<file path="config.mk">
export PLATFORM = sky130hd
export DESIGN_NAME = b9_event_fifo
export DESIGN_NICKNAME = d
export VERILOG_FILES = /design/src/rtl/b9_mon_pkg.sv /design/src/rtl/b9_mon_fifo.sv /design/src/rtl/b9_event_fifo.sv
export SDC_FILE = /design/constraint.sdc
export NUM_CORES = 1
export LEC_CHECK = 0
export CAP_MARGIN = 15
export CELL_PAD_IN_SITES_DETAIL_PLACEMENT = 1
export CELL_PAD_IN_SITES_GLOBAL_PLACEMENT = 1
export CORE_MARGIN = 8
export CORE_UTILIZATION = 52
export CTS_CLUSTER_SIZE = 14
export DETAILED_ROUTE_END_ITERATION = 16
export HOLD_SLACK_MARGIN = 0.03
export PLACE_DENSITY_LB_ADDON = 0.12
export SYNTH_ARGS = -nofsm -noshare
export SYNTH_HDL_FRONTEND = slang
export SYNTH_HIERARCHICAL = 1
export SYNTH_SLANG_ARGS = --single-unit
</file>
<file path="constraint.sdc">
create_clock -name clk -period 6.05 [get_ports clk]
set_clock_uncertainty 0.05 [all_clocks]
set_input_delay 1.815 -clock clk [delete_from_list [all_inputs] [get_ports clk]]
set_output_delay 1.815 -clock clk [all_outputs]
set_load 0.1 [all_outputs]
</file>
<file path="src/rtl/b9_mon_pkg.sv">
// Shared definitions for the b9 change-event monitor: vector width,
// bit positions of the monitored decode outputs and the event record.
package b9_mon_pkg;

    // Width of the monitored decode vector and of the default timestamp.
    localparam int VEC_W = 21;
    localparam int TS_W  = 16;

    // Bit positions of the decode outputs inside the vector. Bit order runs
    // p0 (bit 0) up to j1 (bit 20) in the decode block's output order.
    localparam int P0_BIT = 0;
    localparam int J1_BIT = VEC_W - 1;

    // One logged event: the vector plus the timestamp of the cycle it changed.
    typedef struct packed {
        logic [TS_W-1:0]  ts;
        logic [VEC_W-1:0] vec;
    } b9_evt_t;

endpackage : b9_mon_pkg

</file>
<file path="src/rtl/b9_mon_fifo.sv">
// Generic show-ahead synchronous FIFO with a register-array memory.
// The head entry is held in an output register so that dout/valid are
// flop outputs; dout keeps its last value once the FIFO runs empty.
module b9_mon_fifo
    import b9_mon_pkg::*;
#(
    parameter int DATA_W = $bits(b9_evt_t),
    parameter int DEPTH  = 8
) (
    input  logic                     clk,
    input  logic                     rst_n,
    input  logic                     srst,
    input  logic                     push,
    input  logic [DATA_W-1:0]        din,
    input  logic                     pop,
    output logic [DATA_W-1:0]        dout,
    output logic                     valid,
    output logic [$clog2(DEPTH):0]   count,
    output logic                     full,
    output logic                     empty
);

    localparam int                 PTR_W   = $clog2(DEPTH);
    localparam logic [PTR_W:0]     DEPTH_C = (PTR_W + 1)'(DEPTH);
    localparam logic [PTR_W:0]     ONE_C   = (PTR_W + 1)'(1);
    localparam logic [PTR_W:0]     ZERO_C  = {(PTR_W + 1){1'b0}};
    localparam logic [PTR_W-1:0]   PTR_ONE = PTR_W'(1);

    logic [DATA_W-1:0] mem_r [DEPTH];
    logic [PTR_W-1:0]  wr_ptr_r;
    logic [PTR_W-1:0]  rd_ptr_r;
    logic [PTR_W:0]    count_r;
    logic [DATA_W-1:0] head_r;
    logic              valid_r;

    logic              wr_en_s;
    logic              rd_en_s;
    logic              full_s;
    logic [PTR_W-1:0]  rd_nxt_s;
    logic [PTR_W:0]    count_nxt_s;
    logic [DATA_W-1:0] head_nxt_s;

    assign full_s   = (count_r == DEPTH_C);
    assign rd_en_s  = pop && valid_r;
    // A write into a full FIFO is only legal when the head leaves on the same edge.
    assign wr_en_s  = push && (!full_s || rd_en_s);
    assign rd_nxt_s = rd_ptr_r + PTR_ONE;

    // Next occupancy and next head entry from this cycle's push/pop.
    always_comb begin
        count_nxt_s = count_r;
        head_nxt_s  = head_r;
        if (wr_en_s && !rd_en_s) begin
            count_nxt_s = count_r + ONE_C;
        end else if (!wr_en_s && rd_en_s) begin
            count_nxt_s = count_r - ONE_C;
        end else begin
            count_nxt_s = count_r;
        end

        if (rd_en_s) begin
            if (count_r > ONE_C) begin
                // Next-oldest stored entry becomes head; when full the write
                // lands in the slot just vacated, never in this one.
                head_nxt_s = mem_r[rd_nxt_s];
            end else if (wr_en_s) begin
                head_nxt_s = din;
            end else begin
                head_nxt_s = head_r;
            end
        end else if (wr_en_s && (count_r == ZERO_C)) begin
            head_nxt_s = din;
        end else begin
            head_nxt_s = head_r;
        end
    end

    // Storage array; contents need no reset because pointers define validity.
    always_ff @(posedge clk) begin
        if (wr_en_s) begin
            mem_r[wr_ptr_r] <= din;
        end
    end

    // Pointers, occupancy and registered head/valid.
    always_ff @(posedge clk or negedge rst_n) begin
        if (!rst_n) begin
            wr_ptr_r <= {PTR_W{1'b0}};
            rd_ptr_r <= {PTR_W{1'b0}};
            count_r  <= ZERO_C;
            head_r   <= {DATA_W{1'b0}};
            valid_r  <= 1'b0;
        end else if (srst) begin
            wr_ptr_r <= {PTR_W{1'b0}};
            rd_ptr_r <= {PTR_W{1'b0}};
            count_r  <= ZERO_C;
            head_r   <= {DATA_W{1'b0}};
            valid_r  <= 1'b0;
        end else begin
            if (wr_en_s) begin
                wr_ptr_r <= wr_ptr_r + PTR_ONE;
            end
            if (rd_en_s) begin
                rd_ptr_r <= rd_nxt_s;
            end
            count_r <= count_nxt_s;
            head_r  <= head_nxt_s;
            valid_r <= (count_nxt_s != ZERO_C);
        end
    end

    assign dout  = head_r;
    assign valid = valid_r;
    assign count = count_r;
    assign full  = full_s;
    assign empty = !valid_r;

endmodule : b9_mon_fifo

</file>
<file path="src/rtl/b9_event_fifo.sv">
// Change-event logger for the b9 decode output vector. Every valid sample
// that differs from the previous one (or the first after reset) is queued
// with a free-running timestamp; events that find the queue full are
// counted and flagged instead of being lost silently.
module b9_event_fifo #(
    parameter int VEC_W  = b9_mon_pkg::VEC_W,
    parameter int DEPTH  = 8,
    parameter int TS_W   = b9_mon_pkg::TS_W,
    parameter int DROP_W = 8
) (
    input  logic                   clk,
    input  logic                   rst_n,
    input  logic                   in_valid,
    input  logic [VEC_W-1:0]       in_vec,
    output logic                   out_valid,
    input  logic                   out_ready,
    output logic [VEC_W-1:0]       out_vec,
    output logic [TS_W-1:0]        out_ts,
    output logic [$clog2(DEPTH):0] count,
    output logic                   overflow,
    output logic [DROP_W-1:0]      drop_cnt,
    input  logic                   clr_ovf
);

    localparam int                EVT_W    = VEC_W + TS_W;
    localparam logic [DROP_W-1:0] DROP_MAX = {DROP_W{1'b1}};
    localparam logic [DROP_W-1:0] DROP_ONE = DROP_W'(1);

    logic [TS_W-1:0]   ts_r;
    logic              primed_r;
    logic [VEC_W-1:0]  last_vec_r;
    logic              overflow_r;
    logic [DROP_W-1:0] drop_cnt_r;

    logic              evt_s;
    logic              pop_s;
    logic              push_s;
    logic              drop_s;
    logic              fifo_full_s;
    logic              fifo_empty_s;
    logic              fifo_valid_s;
    logic [EVT_W-1:0]  fifo_din_s;
    logic [EVT_W-1:0]  fifo_dout_s;
    logic              overflow_nxt_s;
    logic [DROP_W-1:0] drop_cnt_nxt_s;

    // Change detection: the first valid sample always counts as a change.
    always_comb begin
        evt_s = 1'b0;
        if (in_valid) begin
            if (!primed_r) begin
                evt_s = 1'b1;
            end else if (in_vec != last_vec_r) begin
                evt_s = 1'b1;
            end else begin
                evt_s = 1'b0;
            end
        end else begin
            evt_s = 1'b0;
        end
    end

    assign pop_s      = !fifo_empty_s && out_ready;
    assign push_s     = evt_s && (!fifo_full_s || pop_s);
    assign drop_s     = evt_s && !push_s;
    assign fifo_din_s = {ts_r, in_vec};

    // Overflow flag and saturating drop counter; a drop outranks a clear.
    always_comb begin
        overflow_nxt_s = overflow_r;
        drop_cnt_nxt_s = drop_cnt_r;
        if (drop_s) begin
            overflow_nxt_s = 1'b1;
            if (clr_ovf) begin
                drop_cnt_nxt_s = DROP_ONE;
            end else if (drop_cnt_r != DROP_MAX) begin
                drop_cnt_nxt_s = drop_cnt_r + DROP_ONE;
            end else begin
                drop_cnt_nxt_s = drop_cnt_r;
            end
        end else if (clr_ovf) begin
            overflow_nxt_s = 1'b0;
            drop_cnt_nxt_s = {DROP_W{1'b0}};
        end else begin
            overflow_nxt_s = overflow_r;
            drop_cnt_nxt_s = drop_cnt_r;
        end
    end

    // Timestamp, priming and last-sample tracking (last_vec follows every
    // valid sample, including ones whose event gets dropped).
    always_ff @(posedge clk or negedge rst_n) begin
        if (!rst_n) begin
            ts_r       <= {TS_W{1'b0}};
            primed_r   <= 1'b0;
            last_vec_r <= {VEC_W{1'b0}};
        end else begin
            ts_r <= ts_r + TS_W'(1);
            if (in_valid) begin
                primed_r   <= 1'b1;
                last_vec_r <= in_vec;
            end
        end
    end

    // Overflow/drop status registers.
    always_ff @(posedge clk or negedge rst_n) begin
        if (!rst_n) begin
            overflow_r <= 1'b0;
            drop_cnt_r <= {DROP_W{1'b0}};
        end else begin
            overflow_r <= overflow_nxt_s;
            drop_cnt_r <= drop_cnt_nxt_s;
        end
    end

    b9_mon_fifo #(
        .DATA_W (EVT_W),
        .DEPTH  (DEPTH)
    ) u_fifo (
        .clk   (clk),
        .rst_n (rst_n),
        .srst  (1'b0),
        .push  (push_s),
        .din   (fifo_din_s),
        .pop   (pop_s),
        .dout  (fifo_dout_s),
        .valid (fifo_valid_s),
        .count (count),
        .full  (fifo_full_s),
        .empty (fifo_empty_s)
    );

    assign out_valid = fifo_valid_s;
    assign out_vec   = fifo_dout_s[VEC_W-1:0];
    assign out_ts    = fifo_dout_s[EVT_W-1:VEC_W];
    assign overflow  = overflow_r;
    assign drop_cnt  = drop_cnt_r;

endmodule : b9_event_fifo

</file>
# Yosys cells after proc, flatten, opt, wreduce, memory -nomap -nowiden
# Memories as Yosys holds them, arrays and structs flattened.
# Index checks and enable logic that the tools add are counted.
# W data, S select, Z words.
[word_totals]
register_bits = 95
latchBits = 0
mem_bits_rw = 296
rom_bits = 0
in_bits = 26
out_inout_bits = 51
wordCells = 60
n_memories = 1
[mem_list]
columns = ["memory", "words", "width", "rd", "rd_clocked_by_memory_dff", "wr", "line", "rtl"]
rows = [
  ["u_fifo.mem_r", 8, 37, 1, 0, 1, "b9_mon_fifo.sv:29", "logic [DATA_W-1:0] mem_r [DEPTH];"],
]
[classes]
n_addsub = 6
n_mul = 0
div_mod_pow = 0
magnitude_cmp = 1
eq_ne = 4
shift = 0
n_mux = 17
bitwise = 0
reduce_logical = 21
[op_table]
columns = ["op", "count"]
rows = [
  ["$mux W37", 4],
  ["$mux W8", 4],
  ["$ne A21 B21 Y1", 1],
  ["$add A16 B1 Y16 const B", 1],
  ["$add A8 B1 Y8 const B", 1],
  ["$logic_and A1 B1 Y1", 8],
  ["$mux W4", 2],
  ["$ne A8 B8 Y1 const B", 1],
  ["$mux W1", 7],
  ["$add A3 B1 Y3 const B", 2],
  ["$reduce_bool A2 Y1", 3],
  ["$add A4 B1 Y4 const B", 1],
  ["$eq A4 B4 Y1 const B", 1],
  ["$gt A4 B1 Y1 const B", 1],
  ["$logic_not A1 Y1", 4],
  ["$logic_not A4 Y1", 1],
  ["$reduce_and A2 Y1", 2],
  ["$reduce_bool A4 Y1", 1],
  ["$sub A4 B1 Y4 const B", 1],
  ["$ne A3 B2 Y1 const B", 1],
  ["$logic_or A1 B1 Y1", 2],
]

# Longest topological paths before layout
# Gate-level depths: netlist of the first run.
[depth]
depth_word = 11
ltp_mapped = 12
ltp_nobuf = 11

# Hierarchy
# Netlist of the first run, hierarchy kept.
[modules_own_cells]
columns = ["mod", "instances", "cells_each", "area_per_inst_um2", "seq_area_each_um2"]
rows = [
  ["b9_mon_fifo", 1, 682, 13310.3, 10089.7],
  ["b9_event_fifo", 1, 189, 2235.9, 1176.1],
]

# Worst setup path before layout of the first run
# No wires, ideal clock.
[synth_path]
path_type = "input to register"
startpoint = "input in_valid"
endpoint = "memory u_fifo/mem_r[0][0] in the netlist's numbering (enable)"
setup_time_ns = 0.477
arrival_ns = 5.812
required_time_ns = 5.523
setup_slack_ns = -0.289
cell_stages = 7
n_path_buf = 2
path_cell_list = "clkbuf_1 > clkbuf_1 > nand2_1 > a21oi_1 > o21ai_0 > or2_2 > nor3_1"
[synth_between]
elab_chain_cells = 5
[synth_lines]
columns = ["item", "line", "rtl"]
rows = [
  ["start, declared", "b9_event_fifo.sv:13", "input logic in_valid,"],
  ["$mux W1", "b9_event_fifo.sv:50", "if (in_valid) begin"],
  ["$logic_and A1 B1 Y1", "b9_event_fifo.sv:64", "assign push_s = evt_s && (!fifo_full_s || pop_s);"],
  ["via push_s", "b9_event_fifo.sv:37", "logic push_s;"],
  ["$logic_and A1 B1 Y1", "b9_mon_fifo.sv:46", "assign wr_en_s = push && (!full_s || rd_en_s);"],
  ["$mux W1", "b9_mon_fifo.sv:80", "if (wr_en_s) begin"],
  ["$mux W1 (not written as such)", "b9_mon_fifo.sv:81", "mem_r[wr_ptr_r] <= din;"],
  ["end, declared", "b9_mon_fifo.sv:29", ""],
]
# The timed path passes the listed nets, and every way through them passes these cells.

# Final worst setup path of the first run
[layout_path]
startpoint = "input in_vec[7]"
endpoint = "memory u_fifo/mem_r[2][3] in the netlist's numbering (enable)"
[layout_between]
elab_chain_cells = 8
[layout_lines]
columns = ["item", "line", "rtl"]
rows = [
  ["start, declared", "b9_event_fifo.sv:14", "input logic [VEC_W-1:0] in_vec,"],
  ["$ne A21 B21 Y1", "b9_event_fifo.sv:53", "end else if (in_vec != last_vec_r) begin"],
  ["$mux W1", "b9_event_fifo.sv:53", ""],
  ["$mux W1", "b9_event_fifo.sv:51", "if (!primed_r) begin"],
  ["$mux W1", "b9_event_fifo.sv:50", ""],
  ["$logic_and A1 B1 Y1", "b9_event_fifo.sv:64", ""],
  ["via push_s", "b9_event_fifo.sv:37", ""],
  ["$logic_and A1 B1 Y1", "b9_mon_fifo.sv:46", ""],
  ["$mux W1", "b9_mon_fifo.sv:80", ""],
  ["$mux W1 (not written as such)", "b9_mon_fifo.sv:81", ""],
]
# The timed path passes the listed nets, and every way through them passes these cells.

==> impl_metrics.toml, run 1 <==
[yosys]
post_synth.cell_area_avg_sq_um = 17.8
post_synth_num_cell_types = 55
synth_simple_gate_area_share_pct = 5.01
async_flop_share_pct = 24.3
synth_compound_area_share_pct = 5.34
synth_edf_count = 296
synth_area_sq_um = 15500
synth_warnings = 6
yosys-mux-area-fraction_pct = 12.6
synth_xor_area_share_pct = 2.25
postSynthRegisterBits = 391
synth-adder-area-share_pct = 0.563
synthesis.instances = 871
postSynth.topFlopCell = "sky130_fd_sc_hd__edfxtp_1"
seq_area_frac_synth_pct = 72.5
synth_top_family_by_area = "multiplexers"

[timing]
min_period_over_period_pct = 79.3
setup_viol = 0
minimum_clock_period_ns = 4.80
worst_case_headroom_to_the_max_slew_limit_pct = 26.9
rsz0062_at_grt = "no"
finalHoldViolCount = 0
fin_ws_ns = 1.25
final.hold.worst_slack_ns = 0.431
fin_tns_setup_ns = 0
worst_pin_slew_ns = 1.10
maxSlewViolCount = 0
clock.fmax_mhz = 208

[flow_run]
drv_cap = 0

[cts]
cts_inserted_buffers = 40
postCtsSetupBuffers = 0
ctsHtreeMaxLevel = 2
ctsRootBufferMaster = "sky130_fd_sc_hd__clkbuf_16"
ctsResizeCount = 0
tritoncts = "done"
worst_setup_hold_path_clk_slew_ns = 0.06
tritoncts_num_sinks = 391
clock_insertion_delay_worst_skew_ns = 0.52
cts_max_path_buffers = 3
post_cts_hold_buffer_count = 0

[finish]
area_of_the_multi_input_gates_sq_um = 4130
layout.nets = 1011
post_synthesis_to_final_layout_area_growth_pct = 17.3
fillers = 2609
sequential_cell_area_sq_um = 11300
insertedDiodeCount = 0
post_route_cells_drive_above_1_share_pct = 20.9

[power_and_ir_drop]
power.static_leakage_uw = 0.00627
max-vdd-ir-drop_mv = 0.192
power.density_cell_area_nw_per_um2 = 370

[floorplanning]
die-height_um = 189
core_region_area_sq_um = 29600
initial_utilization_pct = 52.6
die-area_sq_um = 35700
placement_rows = 63
dieWidth_um = 189
pin_count = 77

[placed_design]
dpl_worst_slack_ns = 0.718
place_hpwl_um = 22000
finalWeightedCongestion = 0.792
placement.io_buffers = 76

[global_routing]
total_congestion_overflow_after_global_routing = 0
grt_antenna_before_repair = 1
largest_net_degree_at_the_start_of_global_routing = 58
via_count_of_the_first_global_routing_pass = 9620
grt_first_pass_wirelength_um = 58400
globalRouteTotalUtil_pct = 21.4

[routing]
post_detailed_routing_wire_length_um = 37400
route.detailed.vias_per_inst = 6.09
antenna_violating_nets_post_route = 0
first_drt_pass_iteration_count = 5
drc_errors = 0
post_drt_wl_per_cell_um = 26.7
num_vias = 8525
drt-initial-drc-count = 553

[critical_path]
timing.critical_path.required_ns = 6.15
timing.critical_path.fanout_max = 37
internal_reg_to_reg_setup_slack_ns = 2.25
critical_path.endpoint_type = "flop"
cpPeakStageDelay_ns = 0.72
slowest_stage = "sky130_fd_sc_hd__clkdlybuf4s50_1"
critPathKind = "in2reg"
critical_path.startpoint_type = "primary input"
crit_chain = "clkdlybuf4s50_1 > xnor2_1 > nand4_1 > nor4_2 > a21oi_1 > o21ai_0 > or2_2 > nor2_4 > buf_4"
worst_ep_arrival_time_ns = 4.90

[min_path]
min-delay-path-class = "reg2reg"

[outcome]
status = "complete, no violations"
## flip-flops by register name, summed over array words and instances (netlist names)
signal	count
drop_cnt	8
last_vec_r	21
overflow	1
primed_r	1
ts_r	16
u_fifo/count	4
u_fifo/dout	37
u_fifo/mem_r	296
u_fifo/rd_ptr_r	3
u_fifo/valid	1
u_fifo/wr_ptr_r	3
## layout make-up
| class | count | area share [%] |
|---|---|---|
| Clock inverter | 21 | 0.995 |
| Sequential cell | 391 | 61.8 |
| Tap cell | 390 | 2.68 |
| Clock buffer | 53 | 6.20 |
| Inverter | 10 | 0.206 |
| Timing Repair Buffer | 104 | 5.45 |
| Multi-Input combinational cell | 431 | 22.7 |
## layer usage
layer | global-route usage (%) | routed length, um | up-vias
met5 | 0 | 13 | -
met2 | 37.2 | 19500 | 238
met4 | 5.44 | 728 | 2
li1 | - | - | 3643
met1 | 27.8 | 15300 | 4576
met3 | 3.42 | 1810 | 66
## cell families after synthesis
kind of cell	after synthesis
AO/OA/AOI/OAI	111
XOR/XNOR	40
adder cells (fa/ha/maj)	7
buffers and inverters	54
flip-flops	391
multiplexers	100
other	1
AND/OR/NAND/NOR	167
## cells in the mapped netlist, types with 2 or more instances
cell type | count | share of area, %
sky130_fd_sc_hd__a21oi_1 | 50 | 1.6
sky130_fd_sc_hd__a221o_1 | 37 | 2.4
sky130_fd_sc_hd__and2_1 | 2 | 0.080
sky130_fd_sc_hd__and3_1 | 6 | 0.24
sky130_fd_sc_hd__buf_1 | 3 | 0.072
sky130_fd_sc_hd__buf_2 | 14 | 0.45
sky130_fd_sc_hd__buf_4 | 2 | 0.097
sky130_fd_sc_hd__buf_6 | 6 | 0.43
sky130_fd_sc_hd__clkbuf_1 | 18 | 0.43
sky130_fd_sc_hd__dfrtp_1 | 95 | 15
sky130_fd_sc_hd__edfxtp_1 | 296 | 57
sky130_fd_sc_hd__ha_1 | 7 | 0.56
sky130_fd_sc_hd__inv_1 | 10 | 0.24
sky130_fd_sc_hd__mux2_2 | 23 | 1.7
sky130_fd_sc_hd__mux2i_1 | 3 | 0.19
sky130_fd_sc_hd__mux4_2 | 74 | 11
sky130_fd_sc_hd__nand2_1 | 89 | 2.1
sky130_fd_sc_hd__nand2b_1 | 3 | 0.12
sky130_fd_sc_hd__nand3_1 | 13 | 0.42
sky130_fd_sc_hd__nand4_1 | 10 | 0.40
sky130_fd_sc_hd__nor2_1 | 22 | 0.53
sky130_fd_sc_hd__nor3_1 | 3 | 0.097
sky130_fd_sc_hd__o211ai_1 | 2 | 0.097
sky130_fd_sc_hd__o21ai_0 | 3 | 0.097
sky130_fd_sc_hd__o31ai_1 | 6 | 0.29
sky130_fd_sc_hd__or2_2 | 3 | 0.12
sky130_fd_sc_hd__or4_1 | 5 | 0.24
sky130_fd_sc_hd__xnor2_1 | 34 | 1.9
sky130_fd_sc_hd__xor2_1 | 6 | 0.34
## stage by stage
| stage | std cells | cell area (sq um) | power, uW | util (%) |
|---|---|---|---|---|
| floorplan | 876 | 15600 | 4010 | - |
| global placement | 1326 | 16900 | 4320 | 57.2 |
| detailed placement | 1326 | 16900 | 4370 | 57.2 |
| CTS | 1400 | 18200 | 6810 | 61.7 |
| global route | 1400 | 18200 | 6970 | 61.7 |
| finish | 1400 | 18200 | 6750 | 61.7 |
## cell usage in the layout, fill, tap and decap left out, types with 2 or more instances in the layout
cell type	count
sky130_fd_sc_hd__nand2_1	89
sky130_fd_sc_hd__nor2_1	16
sky130_fd_sc_hd__or2_2	3
sky130_fd_sc_hd__clkbuf_1	6
sky130_fd_sc_hd__dfrtp_1	94
sky130_fd_sc_hd__clkinv_2	8
sky130_fd_sc_hd__o211ai_1	2
sky130_fd_sc_hd__inv_6	2
sky130_fd_sc_hd__inv_1	10
sky130_fd_sc_hd__or4_1	5
sky130_fd_sc_hd__clkbuf_16	41
sky130_fd_sc_hd__nor2_4	6
sky130_fd_sc_hd__o31ai_1	6
sky130_fd_sc_hd__clkdlybuf4s50_1	75
sky130_fd_sc_hd__mux2i_1	3
sky130_fd_sc_hd__nand4_1	10
sky130_fd_sc_hd__a221o_1	37
sky130_fd_sc_hd__mux2_2	23
sky130_fd_sc_hd__xor2_1	5
sky130_fd_sc_hd__and2_1	2
sky130_fd_sc_hd__and3_1	6
sky130_fd_sc_hd__clkbuf_8	6
sky130_fd_sc_hd__clkinv_1	7
sky130_fd_sc_hd__o21ai_0	3
sky130_fd_sc_hd__edfxtp_1	296
sky130_fd_sc_hd__ha_1	6
sky130_fd_sc_hd__buf_4	27
sky130_fd_sc_hd__buf_12	2
sky130_fd_sc_hd__xnor2_1	33
sky130_fd_sc_hd__conb_1	6
sky130_fd_sc_hd__mux4_2	74
sky130_fd_sc_hd__a21oi_1	50
sky130_fd_sc_hd__nand2b_1	3
sky130_fd_sc_hd__bufinv_16	3
sky130_fd_sc_hd__nand3_1	13
## power by group
part	leakage, uW	total (uW)	internal [uW]	switching (uW)
sequential	0.00394	3110	3010	104
clock	0.000649	2450	1450	1000
combinational	0.00168	1190	411	776
## worst paths after layout
kind	startpoint	end	depth (start not counted)
setup / recovery	in_vec[7]	u_fifo/mem_r[2][3]	9
max in group asynchronous	rst_n	ts_r[2]	2
hold / removal	primed_r	primed_r	1
hold reg to reg	primed_r	primed_r	1
setup reg to reg	u_fifo/rd_ptr_r[0]	u_fifo/dout[16]	6
min in group asynchronous	rst_n	last_vec_r[7]	1
## worst max-delay path, delay by kind of cell
family / cells / cell delay (ns)
buf+inv: 2 / 1.28
simple gates: 4 / 0.86
compound gates: 2 / 0.77
xor+xnor: 1 / 0.14
Power figures use the tool's default switching activity.
==> run 2: changes to the inputs <==
- CORE_UTILIZATION: 52 -> 47
- clock period: 6.05 -> 4.05 ns (I/O delays scaled with it)
==> run 2 against run 1 <==
  * Global-route usage is 0.85 points lower
  * Core utilization is 3.3 points lower
  * Largest power group unchanged
  * Sequential share of layout area is 2.5 points lower
  * Critical path type unchanged
  * Routed wire length increased by 4.4%
==> impl_metrics.toml, run 2 (synthesis gave the netlist of run 1 again) <==
[outcome]
status = "complete, no violations"

[finish]
post_route_cells_drive_above_1_share_pct = 29.5
area_of_the_multi_input_gates_sq_um = 4140
final_cell_mix = "296 x sky130_fd_sc_hd__edfxtp_1, 95 x sky130_fd_sc_hd__buf_4, 92 x sky130_fd_sc_hd__dfrtp_1"
layout.cells.most_common = "sky130_fd_sc_hd__edfxtp_1"
post_synthesis_to_final_layout_area_growth_pct = 22.2
layout.nets = 1060
insertedDiodeCount = 0
regMostFlops = "u_fifo/mem_r"
largest_register_ffs = 296
final_cell_count_no_fill = 1502
fillers = 2946
sequential_cell_area_sq_um = 11300

[cts]
tritoncts = "done"
worst_setup_hold_path_clk_slew_ns = 0.06
ctsRootBufferMaster = "sky130_fd_sc_hd__clkbuf_16"
post_cts_hold_buffer_count = 0
cts_max_path_buffers = 3
ctsResizeCount = 0
cts_inserted_buffers = 42
ctsHtreeMaxLevel = 2
clock_insertion_delay_worst_skew_ns = 0.53
postCtsSetupBuffers = 0
tritoncts_num_sinks = 391

[critical_path]
timing.critical_path.required_ns = 4.22
critPathCapture = "u_fifo/mem_r[0][32]"
critical_path.endpoint_type = "flop"
cp-startpoint = "in_vec[0]"
critical_path.startpoint_type = "primary input"
internal_reg_to_reg_setup_slack_ns = 0.52
worst_ep_arrival_time_ns = 4.01
reg2regPathDepth = 11
worst_r2r_endpoint = "u_fifo/mem_r[0][32]"
critPathKind = "in2reg"
timing.critical_path.fanout_max = 24
worstReg2RegStart = "u_fifo/count[0]"

[floorplanning]
die-height_um = 198
placement_rows = 66
pin_count = 77
initial_utilization_pct = 47.8
core_region_area_sq_um = 32500
dieWidth_um = 198
die-area_sq_um = 39200

[timing]
clock.fmax_mhz = 260
worst_pin_slew_ns = 0.968
setup_viol = 0
minimum_clock_period_ns = 3.84
finalHoldViolCount = 0
maxSlewViolCount = 0
min_period_over_period_pct = 94.9
final.hold.worst_slack_ns = 0.420
rsz0062_at_grt = "no"
worst_case_headroom_to_the_max_slew_limit_pct = 35.3

[placed_design]
dp.cells = 1425
finalWeightedCongestion = 0.777
placement.io_buffers = 76
place_hpwl_um = 24700

[routing]
drc_errors = 0
num_vias = 8670
post_drt_wl_per_cell_um = 26.0
post_detailed_routing_wire_length_um = 39000
antenna_violating_nets_post_route = 0
route.detailed.vias_per_inst = 5.77
first_drt_pass_iteration_count = 7
drt-initial-drc-count = 555

[global_routing]
grt_first_pass_wirelength_um = 60700
total_congestion_overflow_after_global_routing = 0
globalRouteTotalUtil_pct = 20.5
largest_net_degree_at_the_start_of_global_routing = 76
via_count_of_the_first_global_routing_pass = 9807
grt_antenna_before_repair = 1

[power_and_ir_drop]
max-vdd-ir-drop_mv = 0.311
power.static_leakage_uw = 0.00674
post-layout-total-power_uw = 10400
power.density_cell_area_nw_per_um2 = 548

[min_path]
min-delay-path-class = "reg2reg"

[flow_run]
drv_cap = 0
==> run 2: metal layers <==
| metal | GRT usage [%] | share of wire, % | vias to the layer above |
|---|---|---|---|
| li1 | - | - | 3751 |
| met4 | 6.69 | 2.9 | 2 |
| met5 | 0 | 0.033 | - |
| met1 | 26.3 | 41 | 4597 |
| met3 | 3.45 | 4.8 | 77 |
| met2 | 35.3 | 51 | 243 |
==> run 2: worst min-delay path by stage <==
| stage | from | to | cells past startpoint |
|---|---|---|---|
| final | primed_r | primed_r | 1 |
| after global routing | primed_r | primed_r | 1 |
| after CTS | primed_r | primed_r | 1 |
| after global placement | primed_r | primed_r | 1 |
| after floorplan | primed_r | primed_r | 1 |
| after detailed placement | primed_r | primed_r | 1 |
==> run 2: worst max-delay path, cell delays in order <==
cell                              delay (ns)
sky130_fd_sc_hd__clkdlybuf4s50_1        0.57
sky130_fd_sc_hd__xnor2_1                0.20
sky130_fd_sc_hd__nand4_1                0.15
sky130_fd_sc_hd__nor4_2                 0.08
sky130_fd_sc_hd__a21oi_1                0.43
sky130_fd_sc_hd__o21ai_0                0.32
sky130_fd_sc_hd__or2_2                  0.47
sky130_fd_sc_hd__nor3_4                 0.28
sky130_fd_sc_hd__buf_12                 0.26
==> run 2: cell type report <==
| type | instances | share of cell area, % |
|---|---|---|
| Clock buffer | 60 | 6.42 |
| Clock inverter | 17 | 1.00 |
| Inverter | 10 | 0.198 |
| Multi-Input combinational cell | 431 | 21.8 |
| Sequential cell | 391 | 59.3 |
| Tap cell | 442 | 2.91 |
| Timing Repair Buffer | 151 | 8.34 |
==> run 2: report_power, final <==
part | switching (uW) | internal (uW)
registers | 116 | 4500
clock network | 1540 | 2350
logic | 1230 | 674
total | 2890 | 7520
==> run 2: through the flow <==
stage	worst slack [ns]	util, %	TNS (ns)	cell area, sq um
after detailed placement	-0.268	54.0	-31.07	17600
final	0.207	58.4	0	19000
after floorplan	-0.253	-	-32.19	15600
after CTS	0.237	58.4	0	19000
after global placement	-0.202	54.0	-20.82	17600
after global routing	0.0551	58.4	0	19000
